$ cat src/rtl/inst_gen_pkg.sv
// Shared constants, encodings and helpers for the constrained-random instruction source.
package inst_gen_pkg;

  localparam int unsigned XLEN   = 32;
  localparam int unsigned OP_W   = 7;
  localparam int unsigned REG_W  = 5;
  localparam int unsigned F3_W   = 3;
  localparam int unsigned F7_W   = 7;
  localparam int unsigned IMM_W  = 12;

  localparam logic [OP_W-1:0] OP_R   = 7'b0110011;
  localparam logic [OP_W-1:0] OP_I   = 7'b0010011;
  localparam logic [OP_W-1:0] OP_LW  = 7'b0000011;
  localparam logic [OP_W-1:0] OP_SW  = 7'b0100011;
  localparam logic [OP_W-1:0] OP_NOP = 7'b1111111;

  localparam logic [F3_W-1:0] F3_WORD  = 3'b010;
  localparam logic [XLEN-1:0] NOP_WORD = 32'h0000007F;
  localparam logic [XLEN-1:0] LFSR_TAPS = 32'h80200003;
  localparam logic [XLEN-1:0] LFSR_INIT = 32'h00000001;

  typedef enum logic [1:0] {IDLE, RUN, DONE} state_e;

  typedef enum logic [2:0] {CLS_R, CLS_I, CLS_LW, CLS_SW, CLS_NOP} cls_e;

  // funct7/funct3 pair selected by the op index
  typedef struct packed {
    logic [F7_W-1:0] funct7;
    logic [F3_W-1:0] funct3;
  } op_fn_t;

  typedef struct packed {
    logic [F7_W-1:0]  funct7;
    logic [REG_W-1:0] rs2;
    logic [REG_W-1:0] rs1;
    logic [F3_W-1:0]  funct3;
    logic [REG_W-1:0] rd;
    logic [OP_W-1:0]  opcode;
  } r_fmt_t;

  typedef struct packed {
    logic [IMM_W-1:0] imm;
    logic [REG_W-1:0] rs1;
    logic [F3_W-1:0]  funct3;
    logic [REG_W-1:0] rd;
    logic [OP_W-1:0]  opcode;
  } i_fmt_t;

  typedef struct packed {
    logic [F7_W-1:0]  imm_hi;
    logic [REG_W-1:0] rs2;
    logic [REG_W-1:0] rs1;
    logic [F3_W-1:0]  funct3;
    logic [REG_W-1:0] imm_lo;
    logic [OP_W-1:0]  opcode;
  } s_fmt_t;

  // Instruction class from the low LFSR nibble
  function automatic cls_e inst_class(input logic [3:0] sel);
    cls_e c;
    if (sel <= 4'd5)       c = CLS_R;
    else if (sel <= 4'd11) c = CLS_I;
    else if (sel <= 4'd13) c = CLS_LW;
    else if (sel == 4'd14) c = CLS_SW;
    else                   c = CLS_NOP;
    return c;
  endfunction

  // R-type table: ADD SUB SLL SLT SLTU XOR SRL SRA OR AND MUL MULH MULHSU MULHU
  function automatic op_fn_t r_op(input logic [3:0] idx);
    op_fn_t f;
    case (idx)
      4'd1:    f = '{funct7: 7'b0100000, funct3: 3'b000};
      4'd2:    f = '{funct7: 7'b0000000, funct3: 3'b001};
      4'd3:    f = '{funct7: 7'b0000000, funct3: 3'b010};
      4'd4:    f = '{funct7: 7'b0000000, funct3: 3'b011};
      4'd5:    f = '{funct7: 7'b0000000, funct3: 3'b100};
      4'd6:    f = '{funct7: 7'b0000000, funct3: 3'b101};
      4'd7:    f = '{funct7: 7'b0100000, funct3: 3'b101};
      4'd8:    f = '{funct7: 7'b0000000, funct3: 3'b110};
      4'd9:    f = '{funct7: 7'b0000000, funct3: 3'b111};
      4'd10:   f = '{funct7: 7'b0000001, funct3: 3'b000};
      4'd11:   f = '{funct7: 7'b0000001, funct3: 3'b001};
      4'd12:   f = '{funct7: 7'b0000001, funct3: 3'b010};
      4'd13:   f = '{funct7: 7'b0000001, funct3: 3'b011};
      default: f = '{funct7: 7'b0000000, funct3: 3'b000};
    endcase
    return f;
  endfunction

  // I-type table: ADDI SLTI SLTIU XORI ORI ANDI SLLI SRLI SRAI; funct7 only matters for shifts
  function automatic op_fn_t i_op(input logic [3:0] idx);
    op_fn_t f;
    case (idx)
      4'd1:    f = '{funct7: 7'b0000000, funct3: 3'b010};
      4'd2:    f = '{funct7: 7'b0000000, funct3: 3'b011};
      4'd3:    f = '{funct7: 7'b0000000, funct3: 3'b100};
      4'd4:    f = '{funct7: 7'b0000000, funct3: 3'b110};
      4'd5:    f = '{funct7: 7'b0000000, funct3: 3'b111};
      4'd6:    f = '{funct7: 7'b0000000, funct3: 3'b001};
      4'd7:    f = '{funct7: 7'b0000000, funct3: 3'b101};
      4'd8:    f = '{funct7: 7'b0100000, funct3: 3'b101};
      default: f = '{funct7: 7'b0000000, funct3: 3'b000};
    endcase
    return f;
  endfunction

  // One right-shifting Galois step
  function automatic logic [XLEN-1:0] lfsr_step(input logic [XLEN-1:0] s);
    logic [XLEN-1:0] n;
    n = s >> 1;
    if (s[0]) n = n ^ LFSR_TAPS;
    return n;
  endfunction

endpackage

$ cat src/rtl/inst_gen_encode.sv
// Combinational encoder: maps the LFSR state (and optional prior rd) to a legal instruction word.
module inst_gen_encode
  import inst_gen_pkg::*;
(
  input  logic [XLEN-1:0] lfsr,
  input  logic [3:0]      prev_rd,
  input  logic            force_rs1,
  output logic [XLEN-1:0] inst
);

  logic [REG_W-1:0] rd;
  logic [REG_W-1:0] rs1_ri;
  logic [REG_W-1:0] rs2;
  op_fn_t           rop;
  op_fn_t           iop;
  logic             is_shift;
  r_fmt_t           r_word;
  i_fmt_t           i_word;
  i_fmt_t           lw_word;
  s_fmt_t           sw_word;

  // Assemble every format in parallel, then select by class
  always_comb begin
    rd       = {1'b0, lfsr[11:8]};
    rs2      = {1'b0, lfsr[19:16]};
    rs1_ri   = force_rs1 ? {1'b0, prev_rd} : {1'b0, lfsr[15:12]};
    rop      = r_op(lfsr[7:4]);
    iop      = i_op(lfsr[7:4]);
    is_shift = (iop.funct3 == 3'b001) || (iop.funct3 == 3'b101);

    r_word.funct7 = rop.funct7;
    r_word.rs2    = rs2;
    r_word.rs1    = rs1_ri;
    r_word.funct3 = rop.funct3;
    r_word.rd     = rd;
    r_word.opcode = OP_R;

    i_word.imm    = is_shift ? {iop.funct7, lfsr[24:20]} : lfsr[31:20];
    i_word.rs1    = rs1_ri;
    i_word.funct3 = iop.funct3;
    i_word.rd     = rd;
    i_word.opcode = OP_I;

    lw_word.imm    = {2'b00, lfsr[29:20]};
    lw_word.rs1    = '0;
    lw_word.funct3 = F3_WORD;
    lw_word.rd     = rd;
    lw_word.opcode = OP_LW;

    sw_word.imm_hi = {2'b00, lfsr[29:25]};
    sw_word.rs2    = rs2;
    sw_word.rs1    = '0;
    sw_word.funct3 = F3_WORD;
    sw_word.imm_lo = lfsr[24:20];
    sw_word.opcode = OP_SW;

    inst = NOP_WORD;
    case (inst_class(lfsr[3:0]))
      CLS_R:   inst = r_word;
      CLS_I:   inst = i_word;
      CLS_LW:  inst = lw_word;
      CLS_SW:  inst = sw_word;
      default: inst = NOP_WORD;
    endcase
  end

endmodule

$ cat src/rtl/inst_stream_gen.sv
// Constrained-random legal instruction source with valid/ready output.
// Optional feature macro: INST_GEN_RAW_BIAS_EN (forces R/I rs1 to the previous rd every 4th word).
module inst_stream_gen
  import inst_gen_pkg::*;
#(
  parameter int unsigned NUM_INST = 16,
  parameter int unsigned CNT_W    = 16
) (
  input  logic             clk,
  input  logic             reset,
  input  logic             start,
  input  logic [XLEN-1:0]  seed,
  output logic [XLEN-1:0]  inst,
  output logic             inst_valid,
  input  logic             inst_ready,
  output logic [CNT_W-1:0] count,
  output logic             done
);

  state_e          state;
  state_e          state_nxt;
  logic [XLEN-1:0] lfsr;
  logic [3:0]      prev_rd;
  logic            force_rs1;
  logic            handshake;
  logic            last_word;
  logic            start_ok;

  assign handshake = inst_valid && inst_ready;
  assign last_word = (count == CNT_W'(NUM_INST - 1));
  assign start_ok  = start && (state != RUN);

  // State register
  always_ff @(posedge clk or posedge reset) begin
    if (reset) state <= IDLE;
    else       state <= state_nxt;
  end

  // Next-state logic
  always_comb begin
    state_nxt = state;
    case (state)
      IDLE:    if (start) state_nxt = RUN;
      RUN:     if (handshake && last_word) state_nxt = DONE;
      DONE:    if (start) state_nxt = RUN;
      default: state_nxt = IDLE;
    endcase
  end

  // Outputs decoded straight from the state register
  always_comb begin
    inst_valid = 1'b0;
    done       = 1'b0;
    inst_valid = (state == RUN);
    done       = (state == DONE);
  end

  // LFSR and accepted-word counter: reload on start, advance only on handshake
  always_ff @(posedge clk or posedge reset) begin
    if (reset) begin
      lfsr  <= LFSR_INIT;
      count <= '0;
    end else if (start_ok) begin
      lfsr  <= (seed == '0) ? LFSR_INIT : seed;
      count <= '0;
    end else if (handshake && (count != CNT_W'(NUM_INST))) begin
      lfsr  <= lfsr_step(lfsr);
      count <= count + CNT_W'(1);
    end
  end

`ifdef INST_GEN_RAW_BIAS_EN
  // Remember the last accepted rd to build read-after-write chains
  always_ff @(posedge clk or posedge reset) begin
    if (reset)          prev_rd <= '0;
    else if (handshake) prev_rd <= inst[10:7];
  end

  assign force_rs1 = (count[1:0] == 2'b11);
`else
  assign prev_rd   = '0;
  assign force_rs1 = 1'b0;
`endif

  inst_gen_encode u_encode (
    .lfsr      (lfsr),
    .prev_rd   (prev_rd),
    .force_rs1 (force_rs1),
    .inst      (inst)
  );

endmodule

$ cat config.mk
export PLATFORM = sky130hd
export DESIGN_NAME = inst_stream_gen
export DESIGN_NICKNAME = d
export VERILOG_FILES = /design/src/rtl/inst_gen_pkg.sv /design/src/rtl/inst_gen_encode.sv /design/src/rtl/inst_stream_gen.sv
export SDC_FILE = /design/constraint.sdc
export NUM_CORES = 1
export LEC_CHECK = 0
export CORE_MARGIN = 2
export CORE_UTILIZATION = 40
export CTS_CLUSTER_SIZE = 16
export DETAILED_ROUTE_END_ITERATION = 12
export PLACE_DENSITY_LB_ADDON = 0.25
export SYNTH_ARGS = -nofsm -noshare
export SYNTH_HDL_FRONTEND = slang
export SYNTH_HIERARCHICAL = 1
export SYNTH_SLANG_ARGS = --single-unit
$ cat constraint.sdc
create_clock -name clk -period 2.16 [get_ports clk]
set_clock_uncertainty 0.1 [all_clocks]
set_input_delay 0.432 -clock clk [delete_from_list [all_inputs] [get_ports clk]]
set_output_delay 0.432 -clock clk [all_outputs]
set_load 0.02 [all_outputs]
==> results by group <==
Timing
  – Final period utilization: 119.8%
  – Worst hold slack: 0.3733 ns
  – Achievable Freq: 386.6 MHz
  – Max Slew Vio Count: 0
  – Unrepaired setup endpoints after global routing: true
  – Minimum clock period: 2.587 ns
  – Setup Viol. Count Final: 9
  – Tightest Pin Transition: 0.5157 ns
  – Final WS setup: -0.4267 ns
  – Final Hold Fails: 0
  – Rel. slew slack: 65.30%

Status
  – Violated checks: negative setup slack
  – Status: finished, violations left

Finish
  – Syn-to-layout area delta: 47.00%
  – Register area: 1256 um^2
  – Filler cell count: 696
  – Share of post-route cells with drive strength above 1: between 30 and 40%
  – Most frequent cells in the layout: 57 x buf_4, 52 x clkdlybuf4s50_1, 46 x dfrtp_1
  – Area of the multi-input gates: about 2100 um^2
  – Commonest non-fill, non-tap cell in the layout: buf_4
  – Finished Cell Area: between 4000 and 5000 um^2
  – Fin nets: 531
  – Final core utilization: between 60% and 70%
  – # diodes: 0

Job
  – Max Cap Violations: 0

Global routing
  – Initial antenna violation count: 0
  – First-pass GRT wire length: 15.29 mm
  – Tot GR Track Use: 21.40%
  – Congestion Overflow GR: 0
  – Largest net degree at the start of global routing: slightly above 50
  – Number of global-route vias before repair: ~3200

Floorplanning
  – Row Count: 33
  – Area of the die: 9098 um^2
  – Initial Util: 40.86%
  – Horiz. Die Dim: 95.39 um
  – Die Y-Extent: 95.39 um
  – Core area: 8175 um^2
  – I/O Pins: 86

Yosys
  – Top_reg_cell synth: dfrtp_1
  – Unique masters post-synth: 53
  – EDFF count, synth: 0
  – Mean Syn Cell Area: 9.358 um^2
  – Synth async-reset ratio: 100.0%
  – Syn Std Cell Area: 3341 um^2
  – Post-Syn Instances: between 300 and 400
  – Synth warnings: 6
  – Register area share after synthesis: 37.49%
  – #FFs+latches synth: 50

Worst setup path
  – Worst Path Arrival: approximately 2.1 ns
  – R2r endpoint: count[6]
  – Worst setup SP type: register
  – CP Max Fanout: 5
  – CP Capture Type: primary output
  – R2r setup slk: 0.10 ns
  – R2R depth: 7
  – CP required: 1.63 ns
  – Kind of critical path: register to primary output
  – RR Startpoint: count[0]

Clock network
  – CTS tree: done
  – Clock sink total: 50
  – TritonCTS buffer count: 5
  – CTS Buffer Depth: 2
  – # H-tree levels: 2
  – CTS clk-pin slew, worst paths: 0.11 ns
  – Clock Latency Late Sink: between 0.3 and 0.4 ns
  – Clock root buffer master: clkbuf_8
  – Post-CTS Hold Fix Bufs: 0

Route
  – DR WL/cell: 16.32 um
  – DR pass1 iterations: 4
  – Initial DRC Count: 143
  – Post-route ant nets: 0
  – DRC: 0
  – Final wirelength: around 9.6 mm
  – Via density: 5.567
  – Via Count: 3290

Placed design
  – Post-DP HPWL: 6.711 mm
  – Routability cong.: 0.8777
  – Port Buffers: 82
  – Post-DP Area: 4639 um^2

Pwr
  – Pwr per Cell Area: roughly 930 nW/um^2
  – Peak supply drop: around 0.5 mV
  – Leakage: 2.029 nW

Worst hold path
  – Worst hold path class: input port to async pin
where the power goes:
part           total, mW  switching, mW  internal [mW]
Clock              0.577          0.343          0.235
Sequential          1.35          0.217           1.14
Combinational       2.62           1.35           1.27
Total               4.55           1.91           2.65
synth_stat cells, drive strengths merged, types with 2 or more instances:
cell	number	area (um^2)
a211oi	6	45.04
a21o	2	15.01
a21oi	16	80.08
a22oi	4	30.03
and2	2	12.51
and3	5	31.28
and3b	3	26.28
and4	2	17.52
buf	20	126.4
clkbuf	7	26.28
conb	3	11.26
dfrtp	49	1226
ha	10	125.1
inv	13	48.80
mux2	2	22.52
mux2i	8	80.08
nand2	26	97.59
nand2b	35	219.0
nand3	16	80.08
nand3b	2	15.01
nand4	6	37.54
nor2	10	37.54
nor2b	5	31.28
nor3	4	20.02
nor4	12	75.07
o211ai	3	32.53
o21ai	19	95.09
o221a	29	326.6
o221ai	2	23.77
o22ai	2	12.51
o2bb2ai	2	17.52
o31ai	3	22.52
or3	8	53.80
or4	4	30.03
xnor2	3	26.28
xor2	4	35.03
worst max path at each step:
stage,slack (ns),endpoint,start
global placement,-0.43,inst[30],lfsr[4]
detailed placement,-0.46,inst[30],lfsr[4]
global route,-0.49,inst[28],lfsr[4]
floorplan,0.0004,inst[30],lfsr[5]
finish,-0.43,inst[28],lfsr[4]
CTS,-0.42,inst[30],lfsr[4]
worst max-delay path, cell delays in order (launching register included):
cell and delay [ns]:
dfrtp_2 0.44, inv_4 0.09, ha_4 0.20, or4b_4 0.49, o211ai_4 0.17, buf_4 0.18
o21ai_2 0.05, buf_6 0.13
routing by layer:
metal	vias up	GRT usage [%]	share of wire, %
met4	0	7.024	2.0
met2	83	36.27	49
met3	13	3.399	4.7
met5	-	0	0
met1	1614	28.00	45
li1	1580	-	-
sequential cells by signal, summed over array words and instances, names as in the netlist:
register	flops
state	2
count	16
lfsr	32
cell type report:
type | instances | share of cell area, %
Multi-Input combinational cell | 272 | 42.75
Clock inverter | 3 | 0.5096
Sequential cell | 50 | 25.58
Tap cell | 105 | 2.675
Timing Repair Buffer | 143 | 25.99
Inverter | 13 | 1.096
Clock buffer | 5 | 1.401
cells by family (layout without fill, tap and decap cells):
family                     Yosys count  in the layout  synth area share [%]
buffers and inverters               40            164                 6.030
adders and majority gates           10             10                 3.745
muxes                               11             11                 3.745
DFF                                 50             50                 37.49
and+or+nand+nor                    145            145                 25.06
other                                3              8                0.3371
AOI/OAI and AO/OA                   91             91                 21.76
xor gates and xnor gates             7              7                 1.835
metrics by stage:
stage / TNS [ns] / total power [mW] / instances / worst slack (ns)
floorplan: 0 / 2.749 / 362 / 0.0003831
global placement: -7.123 / 3.871 / 572 / -0.4292
detailed placement: -8.071 / 3.896 / 572 / -0.4618
CTS: -3.004 / 4.448 / 586 / -0.4164
global route: -3.858 / 4.843 / 591 / -0.4857
finish: -3.241 / 4.552 / 591 / -0.4267
what timing repair did:
item / CTS / global route
buffers inserted: 6 / 6
pin swaps: 10 / 7
setup endpoints to repair: 37 / 33
gates resized for setup: 127 / 44
gates cloned: 0 / 0
(Power assumes the default switching activity.)
